File: src/rtl/bidsn_pkg.sv
`default_nettype none
// ============================================================================
// Module   : bidsn_pkg
// Purpose  : Shared types and codes for the N-bidder auction engine
//            (FSM states, controller opcodes, bidder and controller errors).
// Revision : 1.0  initial release
// ============================================================================
package bidsn_pkg;

  typedef enum logic [1:0] {
    ST_UNLOCKED = 2'd0,
    ST_LOCKED   = 2'd1,
    ST_ROUND    = 2'd2
  } state_t;

  typedef enum logic [3:0] {
    OP_NOP       = 4'd0,
    OP_UNLOCK    = 4'd1,
    OP_LOCK      = 4'd2,
    OP_SEL       = 4'd3,
    OP_LOAD_BAL  = 4'd4,
    OP_SET_MASK  = 4'd5,
    OP_SET_COST  = 4'd6,
    OP_SET_TIMER = 4'd7
  } op_t;

  // Per-bidder error codes
  localparam logic [1:0] c_BERR_NONE     = 2'b00;
  localparam logic [1:0] c_BERR_DENIED   = 2'b01;  // masked, not in an open round
  localparam logic [1:0] c_BERR_FUNDS    = 2'b10;  // balance below cost + bid
  localparam logic [1:0] c_BERR_CONFLICT = 2'b11;  // bid and retract together

  // Controller error codes
  localparam logic [2:0] c_CERR_OK      = 3'b000;
  localparam logic [2:0] c_CERR_ILLEGAL = 3'b001;
  localparam logic [2:0] c_CERR_KEY     = 3'b010;
  localparam logic [2:0] c_CERR_START   = 3'b011;
  localparam logic [2:0] c_CERR_SEL     = 3'b100;
  localparam logic [2:0] c_CERR_BADOP   = 3'b101;

endpackage
`default_nettype wire

File: src/rtl/bidsn_winner_sel.sv
`default_nettype none
// ============================================================================
// Module   : bidsn_winner_sel
// Purpose  : Combinational highest-bid selector. Zero bids never win; on a
//            tie the lowest index wins.
// Revision : 1.0  initial release
// ============================================================================
module bidsn_winner_sel #(
  parameter int N = 4,
  parameter int W = 16
) (
  input  logic [N*W-1:0] bids,
  output logic [N-1:0]   onehot,
  output logic           valid,
  output logic [W-1:0]   amount
);

  // Strictly-greater scan from index 0 keeps the lowest index on ties
  always_comb begin
    onehot = '0;
    amount = '0;
    for (int i = 0; i < N; i++) begin
      if (bids[i*W +: W] > amount) begin
        amount    = bids[i*W +: W];
        onehot    = '0;
        onehot[i] = 1'b1;
      end
    end
  end

  assign valid = |onehot;

endmodule
`default_nettype wire

File: src/rtl/bidsn_auction.sv
`default_nettype none
// ============================================================================
// Module   : bidsn_auction
// Purpose  : N-bidder sealed-round auction engine with per-bidder balances,
//            per-bid cost, key-protected configuration lock and optional
//            round timer.
// Revision : 1.0  initial release
// ============================================================================
module bidsn_auction
  import bidsn_pkg::*;
#(
  parameter int N_BIDDERS = 4,
  parameter int BID_W     = 16,
  parameter int BAL_W     = 32,
  parameter int TIMER_W   = 16
) (
  input  logic                       clk,
  input  logic                       reset_n,
  input  logic [N_BIDDERS-1:0]       bid,
  input  logic [N_BIDDERS*BID_W-1:0] bid_amt,
  input  logic [N_BIDDERS-1:0]       retract,
  input  logic                       C_start,
  input  logic [3:0]                 C_op,
  input  logic [31:0]                C_data,
  output logic [N_BIDDERS-1:0]       ack,
  output logic [2*N_BIDDERS-1:0]     err,
  output logic [N_BIDDERS-1:0]       win,
  output logic [N_BIDDERS*BAL_W-1:0] balance,
  output logic                       ready,
  output logic                       roundOver,
  output logic [2:0]                 C_err,
  output logic [BAL_W-1:0]           maxBid
);

  localparam int SEL_W = (N_BIDDERS > 1) ? $clog2(N_BIDDERS) : 1;

  state_t               r_state;
  state_t               w_state_next;
  logic [31:0]          r_key;
  logic [SEL_W-1:0]     r_sel;
  logic [N_BIDDERS-1:0] r_mask;
  logic [BAL_W-1:0]     r_cost;
  logic [TIMER_W-1:0]   r_timer;
  logic [TIMER_W-1:0]   r_round_cnt;
  logic [BAL_W-1:0]     r_balance  [N_BIDDERS];
  logic [BID_W-1:0]     r_standing [N_BIDDERS];

  logic [2:0]                 w_c_err;
  logic                       w_op_exec;
  logic                       w_round_start;
  logic                       w_in_round;
  logic                       w_close;
  logic                       w_bid_window;
  logic [N_BIDDERS-1:0]       w_accept;
  logic [N_BIDDERS-1:0]       w_clear;
  logic [1:0]                 w_err  [N_BIDDERS];
  logic [BID_W-1:0]           w_amt  [N_BIDDERS];
  logic [BAL_W:0]             w_need [N_BIDDERS];
  logic [N_BIDDERS*BID_W-1:0] w_standing_flat;
  logic [N_BIDDERS-1:0]       w_win_onehot;
  logic                       w_win_valid;
  logic [BID_W-1:0]           w_win_amt;

  // A round closes when the controller drops C_start or the timer expires
  assign w_in_round   = (r_state == ST_ROUND);
  assign w_close      = w_in_round &&
                        (!C_start || ((r_timer != '0) && (r_round_cnt == r_timer)));
  assign w_bid_window = w_in_round && !w_close;

  // Per-bidder amount unpacking, affordability threshold and output packing
  for (genvar gi = 0; gi < N_BIDDERS; gi++) begin : g_bidder
    assign w_amt[gi]  = bid_amt[gi*BID_W +: BID_W];
    assign w_need[gi] = {1'b0, r_cost} + (BAL_W+1)'(w_amt[gi]);
    assign w_standing_flat[gi*BID_W +: BID_W] = r_standing[gi];
    assign balance[gi*BAL_W +: BAL_W]         = r_balance[gi];
  end

  bidsn_winner_sel #(
    .N (N_BIDDERS),
    .W (BID_W)
  ) u_winner_sel (
    .bids   (w_standing_flat),
    .onehot (w_win_onehot),
    .valid  (w_win_valid),
    .amount (w_win_amt)
  );

  // State register
  always_ff @(posedge clk) begin
    if (!reset_n) r_state <= ST_UNLOCKED;
    else          r_state <= w_state_next;
  end

  // Controller decode: next state, error code and configuration-write enable
  always_comb begin
    w_state_next  = r_state;
    w_c_err       = c_CERR_OK;
    w_op_exec     = 1'b0;
    w_round_start = 1'b0;
    if (C_op > 4'd7) begin
      w_c_err = c_CERR_BADOP;
    end else begin
      case (r_state)
        ST_UNLOCKED: begin
          if (C_start)                                     w_c_err = c_CERR_START;
          else if (C_op == OP_UNLOCK)                      w_c_err = c_CERR_ILLEGAL;
          else if (C_op == OP_SEL && C_data >= 32'(N_BIDDERS)) w_c_err = c_CERR_SEL;
          else begin
            w_op_exec = (C_op != OP_NOP);
            if (C_op == OP_LOCK) w_state_next = ST_LOCKED;
          end
        end
        ST_LOCKED: begin
          // A pending opcode takes precedence over opening a round
          if (C_op == OP_UNLOCK) begin
            if (C_data == r_key) w_state_next = ST_UNLOCKED;
            else                 w_c_err      = c_CERR_KEY;
          end else if (C_op != OP_NOP) begin
            w_c_err = c_CERR_ILLEGAL;
          end else if (C_start) begin
            w_state_next  = ST_ROUND;
            w_round_start = 1'b1;
          end
        end
        ST_ROUND: begin
          if (C_op != OP_NOP) w_c_err = c_CERR_ILLEGAL;
          if (w_close)        w_state_next = ST_LOCKED;
        end
        default: w_state_next = ST_UNLOCKED;
      endcase
    end
  end

  // Per-bidder bid/retract qualification in priority order
  always_comb begin
    w_accept = '0;
    w_clear  = '0;
    for (int i = 0; i < N_BIDDERS; i++) begin
      w_err[i] = c_BERR_NONE;
      if (w_bid_window) begin
        if (bid[i] || retract[i]) begin
          if (!r_mask[i])                          w_err[i]    = c_BERR_DENIED;
          else if (bid[i] && retract[i])           w_err[i]    = c_BERR_CONFLICT;
          else if (retract[i])                     w_clear[i]  = 1'b1;
          else if ({1'b0, r_balance[i]} < w_need[i]) w_err[i]  = c_BERR_FUNDS;
          else                                     w_accept[i] = 1'b1;
        end
      end else if (bid[i] || (w_close && retract[i])) begin
        w_err[i] = c_BERR_DENIED;
      end
    end
  end

  // Configuration registers and round counter
  always_ff @(posedge clk) begin
    if (!reset_n) begin
      r_key       <= '0;
      r_sel       <= '0;
      r_mask      <= '1;
      r_cost      <= '0;
      r_timer     <= '0;
      r_round_cnt <= '0;
    end else begin
      if (w_op_exec) begin
        case (C_op)
          OP_LOCK:      r_key   <= C_data;
          OP_SEL:       r_sel   <= SEL_W'(C_data);
          OP_SET_MASK:  r_mask  <= C_data[N_BIDDERS-1:0];
          OP_SET_COST:  r_cost  <= BAL_W'(C_data);
          OP_SET_TIMER: r_timer <= TIMER_W'(C_data);
          default: ;
        endcase
      end
      if (w_round_start)   r_round_cnt <= '0;
      else if (w_in_round) r_round_cnt <= r_round_cnt + TIMER_W'(1);
    end
  end

  // Balances and standing bids; load, charge and settlement never coincide
  always_ff @(posedge clk) begin
    if (!reset_n) begin
      for (int i = 0; i < N_BIDDERS; i++) begin
        r_balance[i]  <= '0;
        r_standing[i] <= '0;
      end
    end else begin
      for (int i = 0; i < N_BIDDERS; i++) begin
        if (w_op_exec && C_op == OP_LOAD_BAL && r_sel == SEL_W'(i))
          r_balance[i] <= BAL_W'(C_data);
        else if (w_accept[i])
          r_balance[i] <= r_balance[i] - r_cost;
        else if (w_close && w_win_onehot[i])
          r_balance[i] <= r_balance[i] - BAL_W'(w_win_amt);

        if (w_round_start)   r_standing[i] <= '0;
        else if (w_accept[i]) r_standing[i] <= w_amt[i];
        else if (w_clear[i])  r_standing[i] <= '0;
      end
    end
  end

  // Registered status pulses and round result
  always_ff @(posedge clk) begin
    if (!reset_n) begin
      ack       <= '0;
      err       <= '0;
      win       <= '0;
      ready     <= 1'b0;
      roundOver <= 1'b0;
      C_err     <= '0;
      maxBid    <= '0;
    end else begin
      ack       <= w_accept;
      for (int i = 0; i < N_BIDDERS; i++) err[2*i +: 2] <= w_err[i];
      win       <= (w_close && w_win_valid) ? w_win_onehot : '0;
      ready     <= (w_state_next != ST_ROUND);
      roundOver <= w_close;
      C_err     <= w_c_err;
      if (w_round_start) maxBid <= '0;
      else if (w_close)  maxBid <= BAL_W'(w_win_amt);
    end
  end

endmodule
`default_nettype wire
File: config.mk
export PLATFORM = sky130hd
export DESIGN_NAME = bidsn_auction
export DESIGN_NICKNAME = d
export VERILOG_FILES = /design/src/rtl/bidsn_pkg.sv /design/src/rtl/bidsn_winner_sel.sv /design/src/rtl/bidsn_auction.sv
export SDC_FILE = /design/constraint.sdc
export NUM_CORES = 2
export LEC_CHECK = 0
export CAP_MARGIN = 15
export CORE_ASPECT_RATIO = 2
export CORE_MARGIN = 3
export CORE_UTILIZATION = 60
export CTS_CLUSTER_SIZE = 20
export DETAILED_ROUTE_END_ITERATION = 10
export PLACE_DENSITY = 0.82
export SYNTH_ARGS = -nofsm -noshare
export SYNTH_HDL_FRONTEND = slang
export SYNTH_HIERARCHICAL = 1
export SYNTH_SLANG_ARGS = --single-unit
File: constraint.sdc
create_clock -name clk -period 14.4 [get_ports clk]
set_input_delay 2.88 -clock clk [delete_from_list [all_inputs] [get_ports clk]]
set_output_delay 2.88 -clock clk [all_outputs]
set_load 0.05 [all_outputs]
==> impl_metrics.env <==
export IMPL_arrival_ns=11.86
export IMPL_fin_crit_ns=11.54
export IMPL_cts_setup_buffers=0
export IMPL_max_cap_violations=0
export IMPL_port_buffers=275
export IMPL_via_count=34417
export IMPL_core_region_area_mm2=0.0547
export IMPL_synth_xor_area_frac=0.0991
export IMPL_nets=4750
export IMPL_antenna_found_initial=9
export IMPL_yosysWarnings=6
export IMPL_synth_edf_count=192
export IMPL_die_y_um=339
export IMPL_postRouteAntennaNets=0
export IMPL_cts_max_path_buffers=3
export IMPL_synth_top_cell_area_share=0.173
export IMPL_wl_per_cell_um=29.6
export IMPL_fin_skew_ns=0.0335
export IMPL_cts_tree="yes"
export IMPL_first_global_vias=33528
export IMPL_final_instance_count_excl_fill=4975
export IMPL_viasPerCell=6.92
export IMPL_yosys_top_cells_area="edfxtp_1 17%, ha_1 16%, dfxtp_1 8.5%"
export IMPL_overflow=0
export IMPL_tightest_slew_ns=1.25
export IMPL_slew_viol_final=0
export IMPL_grt_util_all_layers=0.497
export IMPL_hold_slack_ns=0.453
export IMPL_critPathMaxStageDelay_ns=1.09
export IMPL_drive_above_1_share=0.0444
export IMPL_hold_buffers=0
export IMPL_finalHoldViolCount=0
export IMPL_rr_worst_depth=32
export IMPL_grt_max_degree=67
export IMPL_min_from="maxBid[4]"
export IMPL_yosysTopAreaCell="edfxtp_1"
export IMPL_rsz0062_at_grt="no"
export IMPL_cts_sinks=333
export IMPL_syn_to_final_growth_pct=14.3
export IMPL_initialDrtViolationCount=3760
export IMPL_fin_setup_tns_ns=0
export IMPL_synth_area_mux_share=0.00937
export IMPL_gp_congestion=1.07
export IMPL_drc=0
export IMPL_dr_pass1_iters=8
export IMPL_cts_repair_resized=0
export IMPL_placed_cells=4898
export IMPL_synth_seq_cells=333
export IMPL_worstPathMaxFanout=32
export IMPL_clk_latency_ns=0.62
export IMPL_p_leak_nw=15.1
export IMPL_status="completed"
export IMPL_r2r_start="r_standing[0][15]"
export IMPL_synthSimpleGateAreaFrac=0.186
export IMPL_fin_util=0.695
export IMPL_fill_cells=4538
export IMPL_maxSlewHeadroom=0.162
export IMPL_synth_top_family_by_area="compound AO/OA/AOI/OAI gates"
export IMPL_clk_pin_slew_ns=0.07
export IMPL_cts_made_buffers=37
export IMPL_synth_seq_area_share=0.258
export IMPL_die_x_um=172
export IMPL_io_pins=292
export IMPL_dp_slack_ns=3.44
export IMPL_crit_start="r_standing[0][15]"
export IMPL_fin_ws_ns=2.86
export IMPL_netlist_instances=3999
export IMPL_syn_avg_cell_area_um2=8.31
export IMPL_syn_area_mm2=0.0332
export IMPL_htreeDepth=2
export IMPL_hpwl_um=112000
export IMPL_synth_distinct_cells=93
export IMPL_required_ns=14.73
export IMPL_rows=121
export IMPL_finalCritPeriodShare=0.801
export IMPL_hold_path_class="flop to flop"
export IMPL_grt_pass1_wl_um=214000
export IMPL_cts_root_buffer="clkbuf_16"
export IMPL_synth_fa_ha_area_frac=0.167
export IMPL_cp_common_cell="ha_1"
export IMPL_dieArea_mm2=0.0584
export IMPL_setup_viol=0
export IMPL_peakVddDrop_uv=87.5
export IMPL_power_density_mw_per_mm2=87.1
export IMPL_whs_path_depth=2
export IMPL_cp_start_kind="flop"
export IMPL_crit_path_end_kind="flop"
export IMPL_finalWirelength_um=147000
export IMPL_cp_slowest_cell="a311oi_1"
export IMPL_ys_flop_type="edfxtp_1"
export IMPL_worstSetupPathType="flop to flop"
export IMPL_initial_core_util=0.608
export IMPL_fmax_mhz=86.7
export IMPL_synth_compound_area_frac=0.238
export IMPL_async_flop_share=0
==> Yosys cell counts (49+ instances only) <==
cell type,n
a21o_1,103
nand4_1,73
nand3_1,91
ha_1,425
nand2b_1,55
o21ai_0,224
a21oi_1,387
nor2_1,224
nor3_1,85
xnor2_1,209
edfxtp_1,192
nand2_1,425
o21a_1,49
inv_1,138
clkbuf_1,137
xor2_1,167
dfxtp_1,141
nor2b_1,66
and2_1,63
==> final timing paths <==
kind,slack (ns),endpoint
max,2.86,r_balance[1][28]
min,0.45,maxBid[4]
max reg2reg,2.86,r_balance[1][28]
min reg2reg,0.45,maxBid[4]
==> cell families (layout without fill, tap and decap cells) <==
| group | count (synthesis) | after routing |
|---|---|---|
| fa+ha+maj | 437 | 437 |
| simple gates | 1261 | 1261 |
| flops | 333 | 333 |
| compound gates | 1224 | 1224 |
| mux | 31 | 31 |
| buf+inv | 336 | 552 |
| other cells | 1 | 23 |
| xor+xnor | 376 | 376 |
==> per-layer routing <==
layer,part of all wire,vias up,GRT usage
met5,0.00035,-,0.00783
li1,-,15222,-
met3,0.099,1033,0.163
met2,0.44,2233,0.757
met4,0.16,8,0.587
met1,0.30,15921,0.475
==> cell type report <==
class	instances	area, um2	share of cell area
antenna	7	17.5	0.000461
clock buffer	45	1010	0.0265
clock inverter	22	273	0.00718
inverter	146	548	0.0144
multi-input combinational	3345	23400	0.616
sequential	333	8590	0.226
tap	738	923	0.0243
timing repair buffer	339	3240	0.0852
==> through the flow <==
step | cell area [um2] | power, mW
2_1_floorplan | 33300 | 1.85
3_3_place_gp | 36700 | 2.19
3_5_place_dp | 36700 | 2.20
4_1_cts | 37900 | 3.24
5_1_grt | 38000 | 3.41
6_report | 38000 | 3.31
==> where the power goes <==
group,internal (mW),switching [mW]
clock network,0.596,0.466
registers,1.03,0.0477
logic,0.426,0.745
total,2.05,1.26
==> state kept, by name, indices dropped and copies added (netlist names) <==
signal and count:
r_round_cnt 16, err 8, C_err 3, roundOver 1
r_key 32, r_cost 32, r_state 2, ready 1
r_mask 4, win 4, r_balance 128, r_standing 64
r_sel 2, r_timer 16, ack 4, maxBid 16
==> cells in the final DEF, fill, tap and decap left out, types with 36 or more instances in the layout <==
cell type	n
ha_1	425
o21a_1	49
a21o_1	103
and2_1	63
nor2_1	222
a22oi_1	36
clkdlybuf4s50_1	275
nand2_1	425
nor4_1	41
clkbuf_16	38
inv_1	137
dfxtp_1	141
buf_4	62
a211oi_1	46
nor2b_1	64
a31oi_1	43
xor2_1	167
o21ai_0	224
xnor2_1	209
edfxtp_1	192
nand3_1	91
a21oi_1	387
nand2b_1	55
and3_1	45
nand4_1	73
o21bai_1	37
nor3_1	84
==> critical path: cells and delay by family, from the launching register on <==
family                     cells  cell delay, ns
buffers and inverters          2            0.43
DFF                            1            0.41
xor gates and xnor gates       1            0.16
adders and majority gates      5            1.49
AOI/OAI and AO/OA             15            5.49
and+or+nand+nor                9            3.22
Power figures use the tool's default switching activity.
